## config.mk

```make
export PLATFORM = sky130hd
export DESIGN_NAME = mod241_serial_reducer
export DESIGN_NICKNAME = d
export VERILOG_FILES = /design/src/rtl/mod241_pkg.sv /design/src/rtl/mod241_horner_step.sv /design/src/rtl/mod241_serial_reducer.sv
export SDC_FILE = /design/constraint.sdc
export NUM_CORES = 1
export LEC_CHECK = 0
export CELL_PAD_IN_SITES_DETAIL_PLACEMENT = 0
export CELL_PAD_IN_SITES_GLOBAL_PLACEMENT = 1
export CORE_MARGIN = 2
export CORE_UTILIZATION = 30
export DETAILED_ROUTE_END_ITERATION = 12
export GPL_TIMING_DRIVEN = 0
export PLACE_DENSITY = 0.6
export SLEW_MARGIN = 20
export SYNTH_ARGS = -nofsm -noshare
export SYNTH_HDL_FRONTEND = slang
export SYNTH_SLANG_ARGS = --single-unit
```

## constraint.sdc

```tcl
create_clock -name clk -period 88.6 [get_ports clk]
set_clock_uncertainty 0.05 [all_clocks]
set_input_delay 26.58 -clock clk [delete_from_list [all_inputs] [get_ports clk]]
set_output_delay 26.58 -clock clk [all_outputs]
set_load 0.005 [all_outputs]
```

## src/rtl/mod241_pkg.sv

```systemverilog
// rtl/mod241_pkg.sv - shared constants and FSM state type for the mod-241 serial reducer
package mod241_pkg;

  localparam int MOD241_WIDTH = 500;
  localparam int MOD241_CHUNK = 6;
  localparam int MOD241_MOD   = 241;
  localparam int MOD241_RES_W = 8;

  function automatic int nchunk(input int width, input int chunk);
    return (width + chunk - 1) / chunk;
  endfunction

  localparam int MOD241_NCHUNK = nchunk(MOD241_WIDTH, MOD241_CHUNK);

  typedef enum logic [1:0] {
    ST_IDLE = 2'd0,
    ST_RUN  = 2'd1,
    ST_DONE = 2'd2
  } state_e;

endpackage

```

## src/rtl/mod241_horner_step.sv

```systemverilog
// rtl/mod241_horner_step.sv - one Horner step: (acc * 2^CHUNK + chunk) mod MOD, purely combinational
module mod241_horner_step
  import mod241_pkg::*;
#(
  parameter int CHUNK = MOD241_CHUNK,
  parameter int MOD   = MOD241_MOD
) (
  input  logic [MOD241_RES_W-1:0] i_acc,
  input  logic [CHUNK-1:0]        i_chunk,
  output logic [MOD241_RES_W-1:0] o_acc
);

  localparam int               SUM_W = MOD241_RES_W + CHUNK;
  localparam logic [SUM_W-1:0] MOD_W = SUM_W'(MOD);

  logic [SUM_W-1:0] w_sum;

  // Concatenation is acc*2^CHUNK + chunk at full width; acc < MOD keeps it exact.
  assign w_sum = {i_acc, i_chunk};
  assign o_acc = MOD241_RES_W'(w_sum % MOD_W);

endmodule

```

## src/rtl/mod241_serial_reducer.sv

```systemverilog
// rtl/mod241_serial_reducer.sv - serial residue of a wide operand modulo 241, MSB chunk first
module mod241_serial_reducer
  import mod241_pkg::*;
#(
  parameter int WIDTH = MOD241_WIDTH,
  parameter int CHUNK = MOD241_CHUNK,
  parameter int MOD   = MOD241_MOD
) (
  input  logic             clk,
  input  logic             rst,
  input  logic             in_valid,
  output logic             in_ready,
  input  logic [WIDTH-1:0] in_data,
  output logic             out_valid,
  input  logic             out_ready,
  output logic [7:0]       out_res,
  output logic             busy
);

  localparam int               NCHUNK  = nchunk(WIDTH, CHUNK);
  localparam int               PAD_W   = NCHUNK * CHUNK;
  localparam int               IDX_W   = (NCHUNK > 1) ? $clog2(NCHUNK) : 1;
  localparam logic [IDX_W-1:0] IDX_TOP = IDX_W'(NCHUNK - 1);

  state_e           r_state;
  logic [PAD_W-1:0] r_operand;
  logic [7:0]       r_acc;
  logic [IDX_W-1:0] r_idx;
  logic             r_in_ready;
  logic             r_busy;
  logic             r_out_valid;
  logic [7:0]       r_out_res;

  logic [CHUNK-1:0] w_chunk;
  logic [7:0]       w_acc_next;

  // Operand is held still; the chunk index walks down from the zero-padded top chunk.
  assign w_chunk = r_operand[r_idx*CHUNK +: CHUNK];

  mod241_horner_step #(
    .CHUNK(CHUNK),
    .MOD  (MOD)
  ) u_step (
    .i_acc  (r_acc),
    .i_chunk(w_chunk),
    .o_acc  (w_acc_next)
  );

  always_ff @(posedge clk) begin
    if (rst) begin
      r_state     <= ST_IDLE;
      r_acc       <= '0;
      r_idx       <= '0;
      r_in_ready  <= 1'b1;
      r_busy      <= 1'b0;
      r_out_valid <= 1'b0;
      r_out_res   <= '0;
    end else begin
      case (r_state)
        ST_IDLE: begin
          if (in_valid) begin
            r_operand  <= PAD_W'(in_data);
            r_acc      <= '0;
            r_idx      <= IDX_TOP;
            r_state    <= ST_RUN;
            r_in_ready <= 1'b0;
            r_busy     <= 1'b1;
          end
        end
        ST_RUN: begin
          r_acc <= w_acc_next;
          if (r_idx == '0) begin
            r_state     <= ST_DONE;
            r_busy      <= 1'b0;
            r_out_valid <= 1'b1;
            r_out_res   <= w_acc_next;
          end else begin
            r_idx <= r_idx - 1'b1;
          end
        end
        ST_DONE: begin
          // in_ready rises only after the consume edge, so no same-cycle re-accept.
          if (out_ready) begin
            r_state     <= ST_IDLE;
            r_out_valid <= 1'b0;
            r_out_res   <= '0;
            r_in_ready  <= 1'b1;
          end
        end
        default: begin
          r_state     <= ST_IDLE;
          r_in_ready  <= 1'b1;
          r_busy      <= 1'b0;
          r_out_valid <= 1'b0;
          r_out_res   <= '0;
        end
      endcase
    end
  end

  assign in_ready  = r_in_ready;
  assign busy      = r_busy;
  assign out_valid = r_out_valid;
  assign out_res   = r_out_res;

endmodule

```

=== Word level (Yosys, flattened, before mapping) ===
Index checks and enable logic that the tools add are counted.

* $add $sub $neg: 1
* $mul: 1
* Div/mod/pow operators: 1
* Equality and inequality tests: 6
* Shift operators: 1
* Multiplexer cells: 21
* Bitwise operators: 4
* Reduce and logical (&&, ||, !) cells: 10

{| class="wikitable"
|+ Operator list
! kind !! number
|-
| variable part select 504 x 11 -> 6 bit || 1
|-
| 2-to-1 mux 8 bit || 3
|-
| case mux 8 bit (3 select lines) || 1
|-
| AND reduction 3 bit || 6
|-
| case mux 8 bit (2 select lines) || 1
|-
| remainder unit 14 x 8 -> 14 bit, second input constant || 1
|-
| 2-to-1 mux 7 bit || 2
|-
| case mux 7 bit (2 select lines) || 1
|-
| multiplier 7 x 2 -> 9 bit, second input constant || 1
|-
| case mux 1 bit (3 select lines) || 3
|-
| inequality test 2 bit, second input constant || 4
|-
| zero test 7 bit || 1
|-
| subtractor 7 x 1 -> 7 bit, second input constant || 1
|-
| 2-to-1 mux 1 bit || 6
|-
| 2-to-1 mux 2 bit || 3
|-
| case mux 2 bit (3 select lines) || 1
|-
| NOT 1 bit || 4
|-
| equality test 2 x 1 -> 1 bit, second input constant || 1
|-
| equality test 2 bit, second input constant || 1
|-
| zero test 2 bit || 1
|-
| AND reduction 2 bit || 1
|-
| nonzero test 2 bit || 1
|}

* Flip-flop bits (word level): 528
* Word-level logic and storage cells: 53

=== Longest topological paths before layout ===
* Depth after elaboration: 5
* Gate-level depth with buffers: 36
* Gate-level depth less buffers: 27

=== Hierarchy ===
A second synthesis with hierarchy kept.

* Cell total of the unflattened synthesis: 1274
* Area, all modules: 22371.5 um^2

{| class="wikitable"
|+ Modules (own cells, without submodules)
! module !! instances !! cells an instance !! area each (um^2) !! sequential area each (um^2)
|-
| mod241_serial_reducer || 1 || 970 || 20293.2 || 15574.9
|-
| mod241_horner_step || 1 || 304 || 2078.2 || 0.0
|}

=== Worst setup path after synthesis ===
OpenSTA, ideal clock, no wires.

* Path kind: input-to-reg
* From: input port rst
* To: register r_operand[0], enable pin
* Library setup time: 1375 ps
* Arrival time: 47710 ps
* Data required time: 87175 ps
* Path slack: 39464 ps
* Stages: 3
* Path buffers: 2
* Path through: clkbuf_1 -> clkbuf_1 -> nor2_1

* Word-level cells in the longest chain between the ends: 2

{| class="wikitable"
|+ Ends and longest elaborated chain
! what !! line !! RTL
|-
| start: declaration || mod241_serial_reducer.sv:10 || <nowiki>input logic rst,</nowiki>
|-
| NOT 1 bit (no source line) || n/a ||
|-
| AND reduction 3 bit (no source line) || n/a ||
|-
| end signal: assignment || mod241_serial_reducer.sv:62 || <nowiki>r_operand <= PAD_W'(in_data);</nowiki>
|-
| end: declaration || mod241_serial_reducer.sv:26 || <nowiki>logic [PAD_W-1:0] r_operand;</nowiki>
|}

No other way between the ends.
A chain may end at the register's enable or synchronous reset.

=== Final worst setup path ===
* From: input port rst
* To: register r_operand[31], enable pin

Same word-level chain as after synthesis.

==> metrics <==
clk_lat worst skew 0.63 ns; Fin. Hold Viols 0; first-pass GRT wire length 106,000 um; GR Overflow Total 0; CTS tree built; Wirelength per Cell 25.9 um; switch share 0.324; commonest non-fill, non-tap cell in the layout clkdlybuf4s50_1; Synth-to-Final Area Change 38.9%; Async S/R FF share, synth 0; RSZ-0062 raised after global routing false; clock sink total 528; routability cong. 0.858; All-Layer GR Usage 0.191; delay of the slowest critical-path stage 0.45 ns; Max clock buf depth 3; fin worst setup slack 59.35 ns; CP Launch Type primary input; share of the yosys chip area belonging to registers 0.689; CP Capture Type flop; vias in the first global route 15,135; drt first pass iters 5; Rows 100; DIE AREA 77,500 sq um; CTS Hold Bufs 0; Layout Nets 2,369; Worst-path clk slew 0.06 ns; Die W 278 um; Post-synth EDFFs 500; Port Buffers 514; 1st-iter DRT viols 1,083; Placeable Area 74,400 sq um; Final min period 29.25 ns; share of total power in the clock network 0.304; I/O pins 515; share of total power in sequential cells 0.368; Synth Cell Area 22,600 sq um; total nets after synthesis 1,773; cells after synthesis 1,263; fill count 6,673; Cell Pwr Density 25.8 nW/um^2; CTS buffer count 59; largest net degree at the start of global routing 32; required time worst endpoint 88.87 ns; CTS H-Tree Depth 2; # DRC 0; antenna viol nets, final 0; Syn. warnings 0; WS Path Type primary input to flop; TNS Setup 0 ns; DP HPWL 59,100 um; P_leak 10.3 nW; CP max FO 30; period utilization 0.330; Vias/cell 4.95; max-slew violation count 0; Max Fclk 34.2 MHz; CTS root buf clkbuf_16; starting density of the core 0.303; Worst Path Arrival 29.52 ns; Crit-path slowest cell clkdlybuf4s50_1; Setup WS pre-CTS 58.68 ns; layout cells sized above 1 0.169; Worst path most repeated cell buf_12; ys flop type edfxtp_1; Int Pwr 0.548 mW; final core area utilization 0.422; synthesis-stage register bit count 528; post_cts resized 0; initial antenna violation count 38; most frequent cells in the layout clkdlybuf4s50_1, edfxtp_1, mux4_2; CP Cell Sequence clkdlybuf4s50_1, clkbuf_1, clkbuf_1, nor2_4, buf_12, buf_16, buf_12, buf_12, buf_16, buf_12; Avg Cell Area, Syn 17.9 sq um; Post-CTS Setup Bufs 0; final setup vio count 0; Peak VDD IR 0.0154 mV; vias 14,266; min-delay worst type flop to flop; outcome finished, final reports clean; Worst slew margin 0.284; Slew @ Worst Pin 1.07 ns; Die Span Y 278 um; combinational share of power 0.328; hold_ws 0.401 ns; final WL 74,800 um; synth unique cells 98; max-cap violation count 0; Total Power 0.811 mW; switching pwr 0.263 mW
## cell families (layout without fill, tap and decap cells)
logic type,count (synthesis),count (layout),share of synthesized area
other cells,0,7,0
mux,174,174,0.157
compound gates,198,198,0.0670
buf+inv,87,732,0.0186
simple gates,246,246,0.0550
xor+xnor,23,23,0.00958
fa+ha+maj,7,7,0.00377
flops,528,528,0.689
## cells in the mapped netlist, types with 6 or more instances
master,count,area (sq um)
mux2i_1,24,240
a22oi_1,9,67.6
clkbuf_1,30,113
o21ai_0,23,115
o211ai_1,11,82.6
o22ai_1,7,43.8
inv_1,19,71.3
xnor2_1,16,140
dfxtp_1,28,561
and3_1,13,81.3
a21oi_1,29,145
a211oi_1,10,75.1
edfxtp_1,500,15000
buf_2,17,85.1
a31oi_1,9,56.3
ha_1,6,75.1
o211a_1,6,60.1
buf_1,7,26.3
mux4_2,143,3220
nor3_1,20,100
a32oi_1,6,52.6
nand2b_1,6,37.5
mux2_2,7,78.8
buf_6,8,90.1
nand3_1,29,145
o31ai_1,8,60.1
o21ai_1,9,45.0
nand2_1,62,233
and2_1,11,68.8
nor2_1,59,221
## power by group through the flow
stage	logic [mW]	clock network [mW]	registers, mW
final	0.266	0.247	0.298
after global routing	0.290	0.262	0.299
after CTS	0.268	0.253	0.298
after detailed placement	0.267	0	0.303
after global placement	0.263	0	0.321
after floorplan	0.171	0	0.314
## state kept, by name, summed over array words and instances, names as in the netlist
signal     flops
busy           1
in_ready       1
out_res        8
out_valid      1
r_acc          8
r_idx          7
r_operand    500
r_state        2
## per-layer routing
layer | wire length (um) | global-route usage | share of wire | vias to the layer above
met2 | 38600 | 0.339 | 0.52 | 451
met4 | 1220 | 0.0359 | 0.016 | 52
met1 | 29000 | 0.228 | 0.39 | 7189
met3 | 5540 | 0.0625 | 0.074 | 136
met5 | 356 | 0 | 0.0048 | -
li1 | - | - | - | 6438
## critical path, delay by kind of cell
family	cells	cell delay, ns
buffers and inverters	9	2.40
AND/OR/NAND/NOR	1	0.45
## final cells by class
| cell class | count | area [sq um] | share of cell area |
|---|---|---|---|
| Timing Repair Buffer | 535 | 5610 | 0.179 |
| Sequential cell | 528 | 15600 | 0.496 |
| Multi-Input combinational cell | 648 | 6610 | 0.210 |
| Clock inverter | 37 | 403 | 0.0128 |
| Buffer | 66 | 345 | 0.0110 |
| Antenna cell | 7 | 17.5 | 0.000558 |
| Inverter | 21 | 78.8 | 0.00251 |
| Clock buffer | 73 | 1550 | 0.0494 |
| Tap cell | 969 | 1210 | 0.0386 |
## path summary, 6_finish.rpt
path	from	end	slack, ns	cells past startpoint
hold reg to reg	out_res[0]$_SDFFE_PP0P_	out_res[0]$_SDFFE_PP0P_	0.40	2
setup / recovery	rst	r_operand[31]$_DFFE_PP_	59.35	10
setup reg to reg	r_idx[1]$_SDFFE_PP0P_	r_acc[1]$_SDFFE_PP0P_	79.12	29
hold / removal	out_res[0]$_SDFFE_PP0P_	out_res[0]$_SDFFE_PP0P_	0.40	2
## metrics by stage
stage,cells,instance area [sq um]
after floorplan,1263,22600
after global placement,2746,29000
after detailed placement,2766,29400
after CTS,2876,31400
after global routing,2877,31400
final,2884,31400
Note: power is estimated with default switching activity, not from simulation.
